### config.mk
export PLATFORM = sky130hd
export DESIGN_NAME = fft_i_switch_flat
export DESIGN_NICKNAME = d
export VERILOG_FILES = /design/src/rtl/fft_i_switch_if.sv /design/src/rtl/fft_i_switch.sv /design/src/flat_wrapper.sv
export SDC_FILE = /design/constraint.sdc
export NUM_CORES = 1
export LEC_CHECK = 0
export CAP_MARGIN = 5
export CORE_MARGIN = 4
export CORE_UTILIZATION = 45
export CTS_CLUSTER_SIZE = 8
export DETAILED_ROUTE_END_ITERATION = 10
export GPL_TIMING_DRIVEN = 1
export PLACE_DENSITY = 0.84
export SKIP_LAST_GASP = 1
export SLEW_MARGIN = 25
export SYNTH_ARGS = -nofsm -noshare
export SYNTH_HDL_FRONTEND = slang
export SYNTH_SLANG_ARGS = --single-unit
### constraint.sdc
create_clock -name clk -period 1.3 [get_ports clk]
set_input_delay 0.26 -clock clk [delete_from_list [all_inputs] [get_ports clk]]
set_output_delay 0.26 -clock clk [all_outputs]
set_load 0.02 [all_outputs]
### src/rtl/fft_i_switch_if.sv
// Butterfly-result input bundle and paired bank write outputs of the FFT write-back switch.
interface fft_i_switch_if #(
  parameter int ADDR_WIDTH = 18,
  parameter int DATA_WIDTH = 18
);
    logic                  first_level;
    logic                  butterfly_vld;
    logic [ADDR_WIDTH-1:0] addr_index;
    logic [DATA_WIDTH-1:0] butterfly_aout;
    logic [DATA_WIDTH-1:0] butterfly_bout;
    logic                  o_wr_valid;
    logic [ADDR_WIDTH-1:0] o_wr_addr;
    logic [DATA_WIDTH-1:0] oa_wr_data;
    logic [DATA_WIDTH-1:0] ob_wr_data;
    logic                  o_orphan;

    modport slave (
        input  first_level, butterfly_vld, addr_index, butterfly_aout, butterfly_bout,
        output o_wr_valid, o_wr_addr, oa_wr_data, ob_wr_data, o_orphan
    );

    modport master (
        output first_level, butterfly_vld, addr_index, butterfly_aout, butterfly_bout,
        input  o_wr_valid, o_wr_addr, oa_wr_data, ob_wr_data, o_orphan
    );
endinterface

### src/rtl/fft_i_switch.sv
// FFT write-back switch: level-0 pass-through, 2x2 transpose of beat pairs on later levels.
// Fixed two-cycle latency: one input register stage, one output register stage.
module fft_i_switch #(
    parameter int ADDR_WIDTH = 18,
    parameter int DATA_WIDTH = 18
) (
    input  logic            clk,
    input  logic            rst_n,
    fft_i_switch_if.slave   bus
);
    typedef enum logic {HEAD = 1'b0, TAIL = 1'b1} phase_t;

    phase_t                phase, phase_nxt;
    logic                  mode_fl;
    logic                  beat_fl;

    logic                  s1_vld;
    logic                  s1_fl;
    logic                  s1_tail;
    logic [ADDR_WIDTH-1:0] s1_addr;
    logic [DATA_WIDTH-1:0] s1_a;
    logic [DATA_WIDTH-1:0] s1_b;
    logic [DATA_WIDTH-1:0] pend_b;

    logic [ADDR_WIDTH-1:0] addr_d;
    logic [DATA_WIDTH-1:0] a_d;
    logic [DATA_WIDTH-1:0] b_d;
    logic                  orphan_d;

    // s1_vld doubles as "previous cycle had a beat", which defines burst start.
    assign beat_fl = (bus.butterfly_vld && !s1_vld) ? bus.first_level : mode_fl;

    always_comb begin
        phase_nxt = HEAD;
        if (bus.butterfly_vld)
            phase_nxt = (phase == HEAD) ? TAIL : HEAD;
    end

    always_ff @(posedge clk or negedge rst_n) begin
        if (!rst_n) begin
            phase   <= HEAD;
            mode_fl <= 1'b0;
            s1_vld  <= 1'b0;
            s1_fl   <= 1'b0;
            s1_tail <= 1'b0;
            s1_addr <= '0;
            s1_a    <= '0;
            s1_b    <= '0;
        end else begin
            phase  <= phase_nxt;
            s1_vld <= bus.butterfly_vld;
            if (bus.butterfly_vld) begin
                mode_fl <= beat_fl;
                s1_fl   <= beat_fl;
                s1_tail <= (phase == TAIL);
                s1_addr <= bus.addr_index;
                s1_a    <= bus.butterfly_aout;
                s1_b    <= bus.butterfly_bout;
            end
        end
    end

    // A staged head looks at the live input: a beat there is its tail, otherwise it is an orphan.
    always_comb begin
        addr_d   = s1_addr;
        a_d      = s1_a;
        b_d      = s1_b;
        orphan_d = 1'b0;
        if (!s1_fl) begin
            if (!s1_tail) begin
                if (bus.butterfly_vld)
                    b_d = bus.butterfly_aout;
                else
                    orphan_d = 1'b1;
            end else begin
                a_d = pend_b;
            end
        end
    end

    always_ff @(posedge clk or negedge rst_n) begin
        if (!rst_n) begin
            pend_b         <= '0;
            bus.o_wr_valid <= 1'b0;
            bus.o_wr_addr  <= '0;
            bus.oa_wr_data <= '0;
            bus.ob_wr_data <= '0;
            bus.o_orphan   <= 1'b0;
        end else begin
            bus.o_wr_valid <= s1_vld;
            bus.o_orphan   <= s1_vld & orphan_d;
            if (s1_vld && !s1_tail)
                pend_b <= s1_b;
            if (s1_vld) begin
                bus.o_wr_addr  <= addr_d;
                bus.oa_wr_data <= a_d;
                bus.ob_wr_data <= b_d;
            end
        end
    end
endmodule

### src/flat_wrapper.sv
// flat-port wrapper written by rule: the top's interface ports become plain ports
module fft_i_switch_flat 
#(
    parameter int ADDR_WIDTH = 18,
    parameter int DATA_WIDTH = 18
)
  (clk, rst_n, bus_first_level, bus_butterfly_vld, bus_addr_index, bus_butterfly_aout, bus_butterfly_bout, bus_o_wr_valid, bus_o_wr_addr, bus_oa_wr_data, bus_ob_wr_data, bus_o_orphan);
  fft_i_switch_if #(.ADDR_WIDTH(ADDR_WIDTH), .DATA_WIDTH(DATA_WIDTH)) bus_i ();
  input  logic clk;
  input  logic rst_n;
  input wire logic [$bits(bus_i.first_level)-1:0] bus_first_level;
  input wire logic [$bits(bus_i.butterfly_vld)-1:0] bus_butterfly_vld;
  input wire logic [$bits(bus_i.addr_index)-1:0] bus_addr_index;
  input wire logic [$bits(bus_i.butterfly_aout)-1:0] bus_butterfly_aout;
  input wire logic [$bits(bus_i.butterfly_bout)-1:0] bus_butterfly_bout;
  output wire logic [$bits(bus_i.o_wr_valid)-1:0] bus_o_wr_valid;
  output wire logic [$bits(bus_i.o_wr_addr)-1:0] bus_o_wr_addr;
  output wire logic [$bits(bus_i.oa_wr_data)-1:0] bus_oa_wr_data;
  output wire logic [$bits(bus_i.ob_wr_data)-1:0] bus_ob_wr_data;
  output wire logic [$bits(bus_i.o_orphan)-1:0] bus_o_orphan;
  assign bus_i.first_level = bus_first_level;
  assign bus_i.butterfly_vld = bus_butterfly_vld;
  assign bus_i.addr_index = bus_addr_index;
  assign bus_i.butterfly_aout = bus_butterfly_aout;
  assign bus_i.butterfly_bout = bus_butterfly_bout;
  assign bus_o_wr_valid = bus_i.o_wr_valid;
  assign bus_o_wr_addr = bus_i.o_wr_addr;
  assign bus_oa_wr_data = bus_i.oa_wr_data;
  assign bus_ob_wr_data = bus_i.ob_wr_data;
  assign bus_o_orphan = bus_i.o_orphan;
  fft_i_switch #(.ADDR_WIDTH(ADDR_WIDTH), .DATA_WIDTH(DATA_WIDTH)) u_core (.clk(clk), .rst_n(rst_n), .bus(bus_i));
endmodule
* After elaboration in Yosys (flattened, before gate mapping)
Cells that the tools add are included.
Operators by class: mux-type cells 10, bitwise gates (word level) 1, reduce and logical (&&, ||, !) cells 5
Operators with widths (count):
- $mux W18 | 5
- $mux W1 | 5
- $logic_and A1 B1 Y1 | 2
- $logic_not A1 Y1 | 2
- $reduce_and A2 Y1 | 1
- $and A1 B1 Y1 | 1
Word-level totals: flip-flop bits (word level) 132, input port bits 58, output and inout port bits 56

* Depth between registers and ports, before layout
Gate-level depths: netlist (run 1).
word-level depth 4, gate-level depth with buffers 5

* Worst setup path before layout (run 1)
OpenSTA, ideal clock, no wires.
path type register to register, from register u_core.s1_tail, to register u_core.bus.ob_wr_data[15], library setup time 0.141 ns, arrival 1.214 ns, required time 1.159 ns, path slack -0.055 ns, cell stages (with the launch flop) 6, buffers on the path 2, clock period less this slack 1.355 ns, cells stage by stage dfrtp_1 -> or3b_1 -> buf_2 -> buf_4 -> nand2_1 -> a31oi_1
Between the ends: cells in the longest elaborated chain, start to end 2
RTL lines:
- start, declared | line fft_i_switch.sv:19 | logic s1_tail;
- start signal, assigned | line fft_i_switch.sv:55 | s1_tail <= (phase == TAIL);
- $mux W18 | line fft_i_switch.sv:70 | if (!s1_tail) begin
- $mux W18 | line fft_i_switch.sv:69 | if (!s1_fl) begin
- end signal, assigned | line fft_i_switch.sv:87 | bus.ob_wr_data <= '0;
- end signal, assigned | line fft_i_switch.sv:97 | bus.ob_wr_data <= b_d;
- end, declared | line fft_i_switch_if.sv:19 | output o_wr_valid, o_wr_addr, oa_wr_data, ob_wr_data, o_orphan
Every way passes these cells. A chain may end at the register's enable or synchronous reset.

* Worst setup path after layout (run 1)
from register u_core.s1_tail, to register u_core.bus.ob_wr_data[17]
Same word-level chain as after synthesis.

==> Implementation_results.wiki, run 1 <==
{| class="wikitable"
! Metric !! Value
|-
| Site row count || 38
|-
| Count of antenna-violating nets left after detailed routing || 0
|-
| Via count of the first global-routing pass || 3,849
|-
| Util after Layout || 64.92%
|-
| Post-detail-place hpwl || 8133 um
|-
| Cell chosen for the clock root || sky130_fd_sc_hd__clkbuf_16
|-
| Global-route wire length before repair || 19,820 um
|-
| Aggregate global-route resource usage || 19.33%
|-
| Placement Setup Slack || -0.04391 ns
|-
| Violated checks || negative setup slack
|-
| Critical path peak fanout || 6
|-
| Cell with the most instances after synthesis || sky130_fd_sc_hd__dfrtp_1
|-
| Worst min-delay path class || primary input to flop
|-
| Leading area contributor after synthesis || sky130_fd_sc_hd__dfrtp_1
|-
| Maxcap violations || 0
|-
| Setup violators final || 19
|-
| Final hold vios || 0
|-
| Total Negative Setup Slacks || -0.8441 ns
|-
| Diodes inserted || 0
|-
| #FFs+latches synth || 132
|-
| Final number of max-transition violations || 0
|-
| Total design power || 12.31 mW
|-
| Worst VDD drop || 0.9696 mV
|-
| Clock tree from TritonCTS || done
|-
| EDFF count, synth || 0
|-
| Pleak || 3.157 nW
|-
| Area share of the largest cell type after synthesis || 63.71%
|-
| Max-Slew Margin vs Limit || 76.51%
|-
| Number of I/O port buffers || 113
|-
| Final wirelength || 12,450 um
|-
| Final GP Congestion || 0.8063
|-
| Overflow after GRT || 0
|-
| Setup repair after global routing missed its margin || true
|-
| Mean instance size in the synthesized netlist || 13.64 sq um
|-
| Worst Skew || 0.008266 ns
|-
| First drt pass iteration count || 4
|-
| Initial cell density of the core || 46.80%
|-
| Critical path start-end classification || flop to flop
|-
| WHS || 0.2892 ns
|-
| Wire length on met1 || 5012 um
|-
| Maximum number of buffers from clock root to sink || 2
|-
| Part of the Yosys area used for sequential elements || 63.71%
|-
| Number of antenna violations at the first check in global routing || 0
|-
| Instance count of the mapped netlist || 380
|-
| Min Tclk post-route || 1.405 ns
|-
| Num CTS Buffers || 17
|-
| Crit path required time || 1.60 ns
|-
| Vias after detailed routing || 3,451
|-
| CTS clk-pin slew, worst paths || 0.05 ns
|-
| Number of design-rule violations left by the first detailed-router iteration || 209
|-
| Met3 Routed Length || 730 um
|-
| Post-synthesis async set-or-reset flop share || 100.0%
|-
| Area of the die || 0.01330 sq mm
|-
| Floorplan die height || 115.3 um
|-
| Post-Synthesis Cell Area || 0.005185 sq mm
|-
| Run status || complete, but fails checks
|-
| WL per Instance || 18.64 um
|-
| H-tree Lvls || 4
|-
| Post-synth top cells || 132 x sky130_fd_sc_hd__dfrtp_1, 46 x sky130_fd_sc_hd__mux2_1, 46 x sky130_fd_sc_hd__mux2_2
|-
| Worst Max-Slew Pin Slew || 0.3523 ns
|-
| Synth top area cells || sky130_fd_sc_hd__dfrtp_1 64%, sky130_fd_sc_hd__mux2_1 10%, sky130_fd_sc_hd__mux2_2 10%
|-
| Unique cell type count in the Yosys netlist || 19
|-
| Crit path launch type || flop
|-
| Clock latency on the worst-skew pair || 0.40 ns
|-
| Portion of the clock cycle consumed by the worst path in the final layout || 108.1%
|-
| Met2 wirelength from detailed routing || 6494 um
|-
| Type of destination of the critical path || flop
|-
| Core region area || 0.01108 sq mm
|-
| Fraction of layout cells with a size suffix above 1 || 35.80%
|-
| Most used flip-flop cell after synthesis || sky130_fd_sc_hd__dfrtp_1
|-
| Synthesis-to-layout area growth || 38.71%
|-
| Number of nets in the layout || 573
|-
| DRC Markers || 0
|-
| Pin count of the biggest net entering global routing || 44
|-
| Post-synthesis net count || 438
|-
| Vias per Instance || 5.166
|-
| Top-level port count || 114
|-
| Total of warnings raised by yosys || 0
|-
| Uppermost routed layer || met4
|-
| Power per cell area || 1711 mW/mm^2
|-
| Achievable Freq || 711.7 MHz
|-
| Final setup slack of the worst path || -0.1051 ns
|-
| Clock sinks || 132
|-
| Data arrival time of the worst path || 1.71 ns
|-
| Die span in x || 115.3 um
|}
==> layer usage <==
layer	up-vias	GRT usage, %
met1	1739	23.68
met2	100	32.60
met5	-	0
met3	19	6.158
met4	0	6.260
li1	1593	-
==> cell usage in the layout, fill, tap and decap left out, types with 2 or more instances in the layout <==
cell	instances
sky130_fd_sc_hd__a21oi_1	18
sky130_fd_sc_hd__a31oi_1	16
sky130_fd_sc_hd__a31oi_2	2
sky130_fd_sc_hd__buf_12	9
sky130_fd_sc_hd__buf_2	56
sky130_fd_sc_hd__buf_4	9
sky130_fd_sc_hd__buf_6	7
sky130_fd_sc_hd__bufinv_16	5
sky130_fd_sc_hd__clkbuf_16	18
sky130_fd_sc_hd__clkbuf_8	4
sky130_fd_sc_hd__clkdlybuf4s50_1	55
sky130_fd_sc_hd__clkinv_2	5
sky130_fd_sc_hd__dfrtp_1	129
sky130_fd_sc_hd__dfrtp_2	3
sky130_fd_sc_hd__mux2_1	46
sky130_fd_sc_hd__mux2_2	46
sky130_fd_sc_hd__mux2i_1	16
sky130_fd_sc_hd__mux2i_2	2
sky130_fd_sc_hd__nand2_1	18
sky130_fd_sc_hd__nand2_2	14
sky130_fd_sc_hd__nand2_4	4
sky130_fd_sc_hd__nor2_1	36
sky130_fd_sc_hd__nor2b_1	2
==> flip-flops by register name (all words and copies together) (netlist names) <==
| register | flops |
|---|---|
| u_core.addr_d | 18 |
| u_core.bus.o_wr_addr | 18 |
| u_core.bus.oa_wr_data | 18 |
| u_core.bus.ob_wr_data | 18 |
| u_core.pend_b | 18 |
| u_core.s1_a | 18 |
| u_core.s1_b | 18 |
| u_core.bus.o_orphan | 1 |
| u_core.bus.o_wr_valid | 1 |
| u_core.phase | 1 |
| u_core.s1_fl | 1 |
| u_core.s1_tail | 1 |
| u_core.s1_vld | 1 |
==> worst paths after layout <==
check	startpoint	to	slack, ns	cells after the start
worst max register to register	u_core.s1_tail$_DFFE_PN0P_	u_core.bus.ob_wr_data[17]$_DFFE_PN0P_	-0.11	6
worst max-delay path	u_core.s1_tail$_DFFE_PN0P_	u_core.bus.ob_wr_data[17]$_DFFE_PN0P_	-0.11	6
min in group asynchronous	rst_n	u_core.s1_b[15]$_DFFE_PN0P_	0.31	2
worst min-delay path	bus_butterfly_vld	u_core.s1_vld$_DFF_PN0_	0.29	2
max in group asynchronous	rst_n	u_core.pend_b[5]$_DFFE_PN0P_	0.45	3
worst min register to register	u_core.phase$_DFF_PN0_	u_core.phase$_DFF_PN0_	0.44	1
==> through the flow <==
step	cell area (sq um)	instances
after CTS	7102	666
after detailed placement	6635	632
after global placement	6635	632
final	7192	668
after floorplan	5201	380
after global routing	7192	668
==> final cells by class <==
cell class | instances | area [sq um]
fillers | 826 | 3886
clock inverters | 10 | 175.2
multi-input cells | 225 | 1847
well taps | 140 | 175.2
flip-flops and latches | 132 | 3307
clock buffers | 22 | 484.2
repair buffers | 139 | 1204
==> worst max-delay path, stage by stage, from the launching register on <==
cell	delay, ns
sky130_fd_sc_hd__dfrtp_2	0.44
sky130_fd_sc_hd__buf_6	0.14
sky130_fd_sc_hd__nor3b_4	0.18
sky130_fd_sc_hd__buf_6	0.15
sky130_fd_sc_hd__buf_12	0.13
sky130_fd_sc_hd__nand2_2	0.05
sky130_fd_sc_hd__a31oi_1	0.21
==> power by group <==
group	internal [mW]	leakage [nW]	switching, mW
Clock	3.59	0.330	1.67
Sequential	4.69	1.53	0.350
Combinational	0.949	1.30	1.06
==> kinds of logic (layout without fill, tap and decap cells) <==
family,count (synthesis),in the layout,synth area share [%]
AOI/OAI and AO/OA,36,36,3.909
buffers and inverters,23,171,2.509
DFF,132,132,63.71
muxes,110,110,23.46
and+or+nand+nor,79,79,6.419
==> timing repair <==
| item | CTS | global route |
|---|---|---|
| hold buffers | 1 | 0 |
| gates cloned | 1 | 1 |
| hold endpoints to repair | 20 | 0 |
| resized for setup | 235 | 26 |
| setup buffers | 0 | 1 |
| pin swaps | 4 | 23 |
| setup endpoints to repair | 77 | 43 |
Note: power is estimated with default switching activity, not from simulation.
==> inputs of run 2 (changes only) <==
--- a/config.mk
+++ b/config.mk
@@ -17,3 +17,4 @@
 export SYNTH_ARGS = -nofsm -noshare
 export SYNTH_HDL_FRONTEND = slang
 export SYNTH_SLANG_ARGS = --single-unit
+export TNS_END_PERCENT = 50
==> Implementation_results.wiki, run 2 (synthesis gave the netlist of run 1 again) <==
{| class="wikitable"
! Metric !! Value
|-
| Aggregate global-route resource usage || 19.10%
|-
| Number of antenna violations at the first check in global routing || 0
|-
| Worst r2r src || u_core.s1_fl$_DFFE_PN0P_
|-
| Fraction of layout cells with a size suffix above 1 || 32.26%
|-
| Clock tree from TritonCTS || done
|-
| Total design power || 12.10 mW
|-
| Min Tclk post-route || 1.364 ns
|-
| Crit path required time || 1.62 ns
|-
| CTS clk-pin slew, worst paths || 0.05 ns
|-
| Worst Skew || 0.006700 ns
|-
| Setup violators final || 21
|-
| Die span in x || 115.3 um
|-
| Synthesis-to-layout area growth || 36.37%
|-
| Share of power burned in registers || 41.7%
|-
| Type of destination of the critical path || flop
|-
| Number of I/O port buffers || 113
|-
| Site row count || 38
|-
| Critical path peak fanout || 6
|-
| Count of cells along the worst register-to-register path || 5
|-
| Vias after detailed routing || 3,461
|-
| Worst-case register-to-register setup slack || -0.06 ns
|-
| Multi-input gate area || 0.001793 sq mm
|-
| Cell chosen for the clock root || sky130_fd_sc_hd__clkbuf_16
|-
| Most common cell after layout, fill and taps aside || sky130_fd_sc_hd__dfrtp_1
|-
| Portion of the clock cycle consumed by the worst path in the final layout || 104.9%
|-
| Diodes inserted || 0
|-
| Final-layout fill cell count || 850
|-
| Post-detail-place hpwl || 8119 um
|-
| Top-level port count || 114
|-
| Clock sinks || 132
|-
| Psw || 3.014 mW
|-
| Data arrival time of the worst path || 1.68 ns
|-
| Commonest cells after routing, fill and taps aside || 129 x sky130_fd_sc_hd__dfrtp_1, 55 x sky130_fd_sc_hd__clkdlybuf4s50_1, 46 x sky130_fd_sc_hd__mux2_1, 46 x sky130_fd_sc_hd__mux2_2, 46 x sky130_fd_sc_hd__buf_2
|-
| Area of the die || 0.01330 sq mm
|-
| Worst Max-Slew Pin Slew || 0.3589 ns
|-
| H-tree Lvls || 4
|-
| Count of antenna-violating nets left after detailed routing || 0
|-
| Number of design-rule violations left by the first detailed-router iteration || 182
|-
| Clk pwr share || 42.2%
|-
| Total area of sequential cells || 0.003307 sq mm
|-
| Final hold vios || 0
|-
| First drt pass iteration count || 4
|-
| Critical register-to-register path endpoint || u_core.bus.ob_wr_data[7]$_DFFE_PN0P_
|-
| Via count of the first global-routing pass || 3,852
|-
| Worst min-delay path class || primary input to flop
|-
| Hold Path Origin || bus_butterfly_vld
|-
| Setup repair after global routing missed its margin || true
|-
| WL per Instance || 18.18 um
|-
| Final setup slack of the worst path || -0.06357 ns
|-
| WHS Endpoint || u_core.bus.o_orphan$_DFF_PN0_
|-
| Pleak || 3.100 nW
|-
| Overflow after GRT || 0
|-
| Clock latency on the worst-skew pair || 0.41 ns
|-
| Critical path start-end classification || flop to flop
|-
| Final GP Congestion || 0.7898
|-
| Vias per Instance || 5.189
|-
| Power per cell area || 1711 mW/mm^2
|-
| Core region area || 0.01108 sq mm
|-
| Total internal power || 9.084 mW
|-
| Util after Layout || 63.82%
|-
| Pin count of the biggest net entering global routing || 46
|-
| Violated checks || negative setup slack
|-
| Run status || complete, but fails checks
|-
| Floorplan die height || 115.3 um
|-
| Maximum number of buffers from clock root to sink || 2
|-
| Max-Slew Margin vs Limit || 76.07%
|-
| Crit path launch type || flop
|-
| Achievable Freq || 733.4 MHz
|-
| Initial cell density of the core || 46.80%
|-
| Final number of max-transition violations || 0
|-
| Number of nets in the layout || 572
|-
| DRC Markers || 0
|-
| Num CTS Buffers || 17
|-
| Global-route wire length before repair || 19,380 um
|-
| Sw Share || 24.91%
|-
| Maxcap violations || 0
|-
| Final wirelength || 12,130 um
|-
| Share of total power in combinational logic || 16.0%
|-
| Worst VDD drop || 1.190 mV
|-
| Count of cells along the worst hold path || 2
|}
[run 2: cell types whose count changed in the layout (fill, tap and decap cells not counted), sizes merged]
cell    previous run  this run
clkinv             5         6
clkbuf            23        31
buf               81        71
[run 2: stage by stage]
stage	instances	setup TNS (ns)	hold slack (ns)	cell area (sq um)	setup slack, ns
after detailed placement	631	-0.3968	0.09300	6594	-0.06945
after global placement	631	0	0.09148	6594	0.01162
after floorplan	380	-0.3044	-0.03559	5197	-0.02692
after CTS	664	-1.088	0.1029	7036	-0.06500
after global routing	667	-2.127	0.1192	7071	-0.1246
final	667	-0.6098	0.1244	7071	-0.06357
[run 2: final cells by class]
cell class	count	share of cell area (%)
clock buffers	21	6.512
clock inverters	11	2.548
well taps	140	2.477
flip-flops and latches	132	46.77
multi-input cells	225	25.36
repair buffers	138	16.33
[run 2: critical path, stage by stage (launching register included)]
cell and delay [ns]:
sky130_fd_sc_hd__dfrtp_2 0.44, sky130_fd_sc_hd__buf_6 0.14, sky130_fd_sc_hd__nor3b_4 0.24, sky130_fd_sc_hd__buf_4 0.21
sky130_fd_sc_hd__nand2_1 0.07, sky130_fd_sc_hd__a31oi_1 0.18
[run 2: repair_timing]
| item | in CTS | in global routing |
|---|---|---|
| resized for setup | 204 | 31 |
| setup buffers | 0 | 2 |
| endpoints found under the setup margin | 91 | 62 |
| gates cloned | 0 | 1 |
| endpoints found under the hold margin | 132 | 0 |
| pin swaps | 0 | 5 |
| hold buffers | 1 | 0 |
[run 2: power by group through the flow]
stage,Sequential (mW),Combinational (mW),Clock (mW)
floorplan,5.33,0.765,0
global placement,5.07,2.07,0
detailed placement,5.10,2.13,0
CTS,5.04,1.93,5.21
global route,5.12,2.09,5.41
finish,5.05,1.94,5.11
[run 2: routing by layer]
layer  part of all wire, %  vias to the layer above  global-route usage [%]
met2                    51                      101                   32.29
met3                   5.8                       21                   6.263
met4                   1.9                        0                   8.138
li1                      -                     1588                       -
met5                     0                        -                       0
met1                    41                     1751                   22.35
[run 2: worst max-delay path by stage]
stage / startpoint / end / slack [ns] / cells past startpoint
global route: u_core.s1_fl$_DFFE_PN0P_ / u_core.bus.ob_wr_data[7]$_DFFE_PN0P_ / -0.12 / 5
global placement: u_core.s1_tail$_DFFE_PN0P_ / u_core.bus.ob_wr_data[17]$_DFFE_PN0P_ / 0.01 / 4
CTS: u_core.s1_fl$_DFFE_PN0P_ / u_core.bus.ob_wr_data[7]$_DFFE_PN0P_ / -0.07 / 5
floorplan: u_core.s1_fl$_DFFE_PN0P_ / u_core.bus.ob_wr_data[15]$_DFFE_PN0P_ / -0.03 / 5
detailed placement: bus_butterfly_vld / u_core.bus.ob_wr_data[11]$_DFFE_PN0P_ / -0.07 / 6
finish: u_core.s1_fl$_DFFE_PN0P_ / u_core.bus.ob_wr_data[7]$_DFFE_PN0P_ / -0.06 / 5
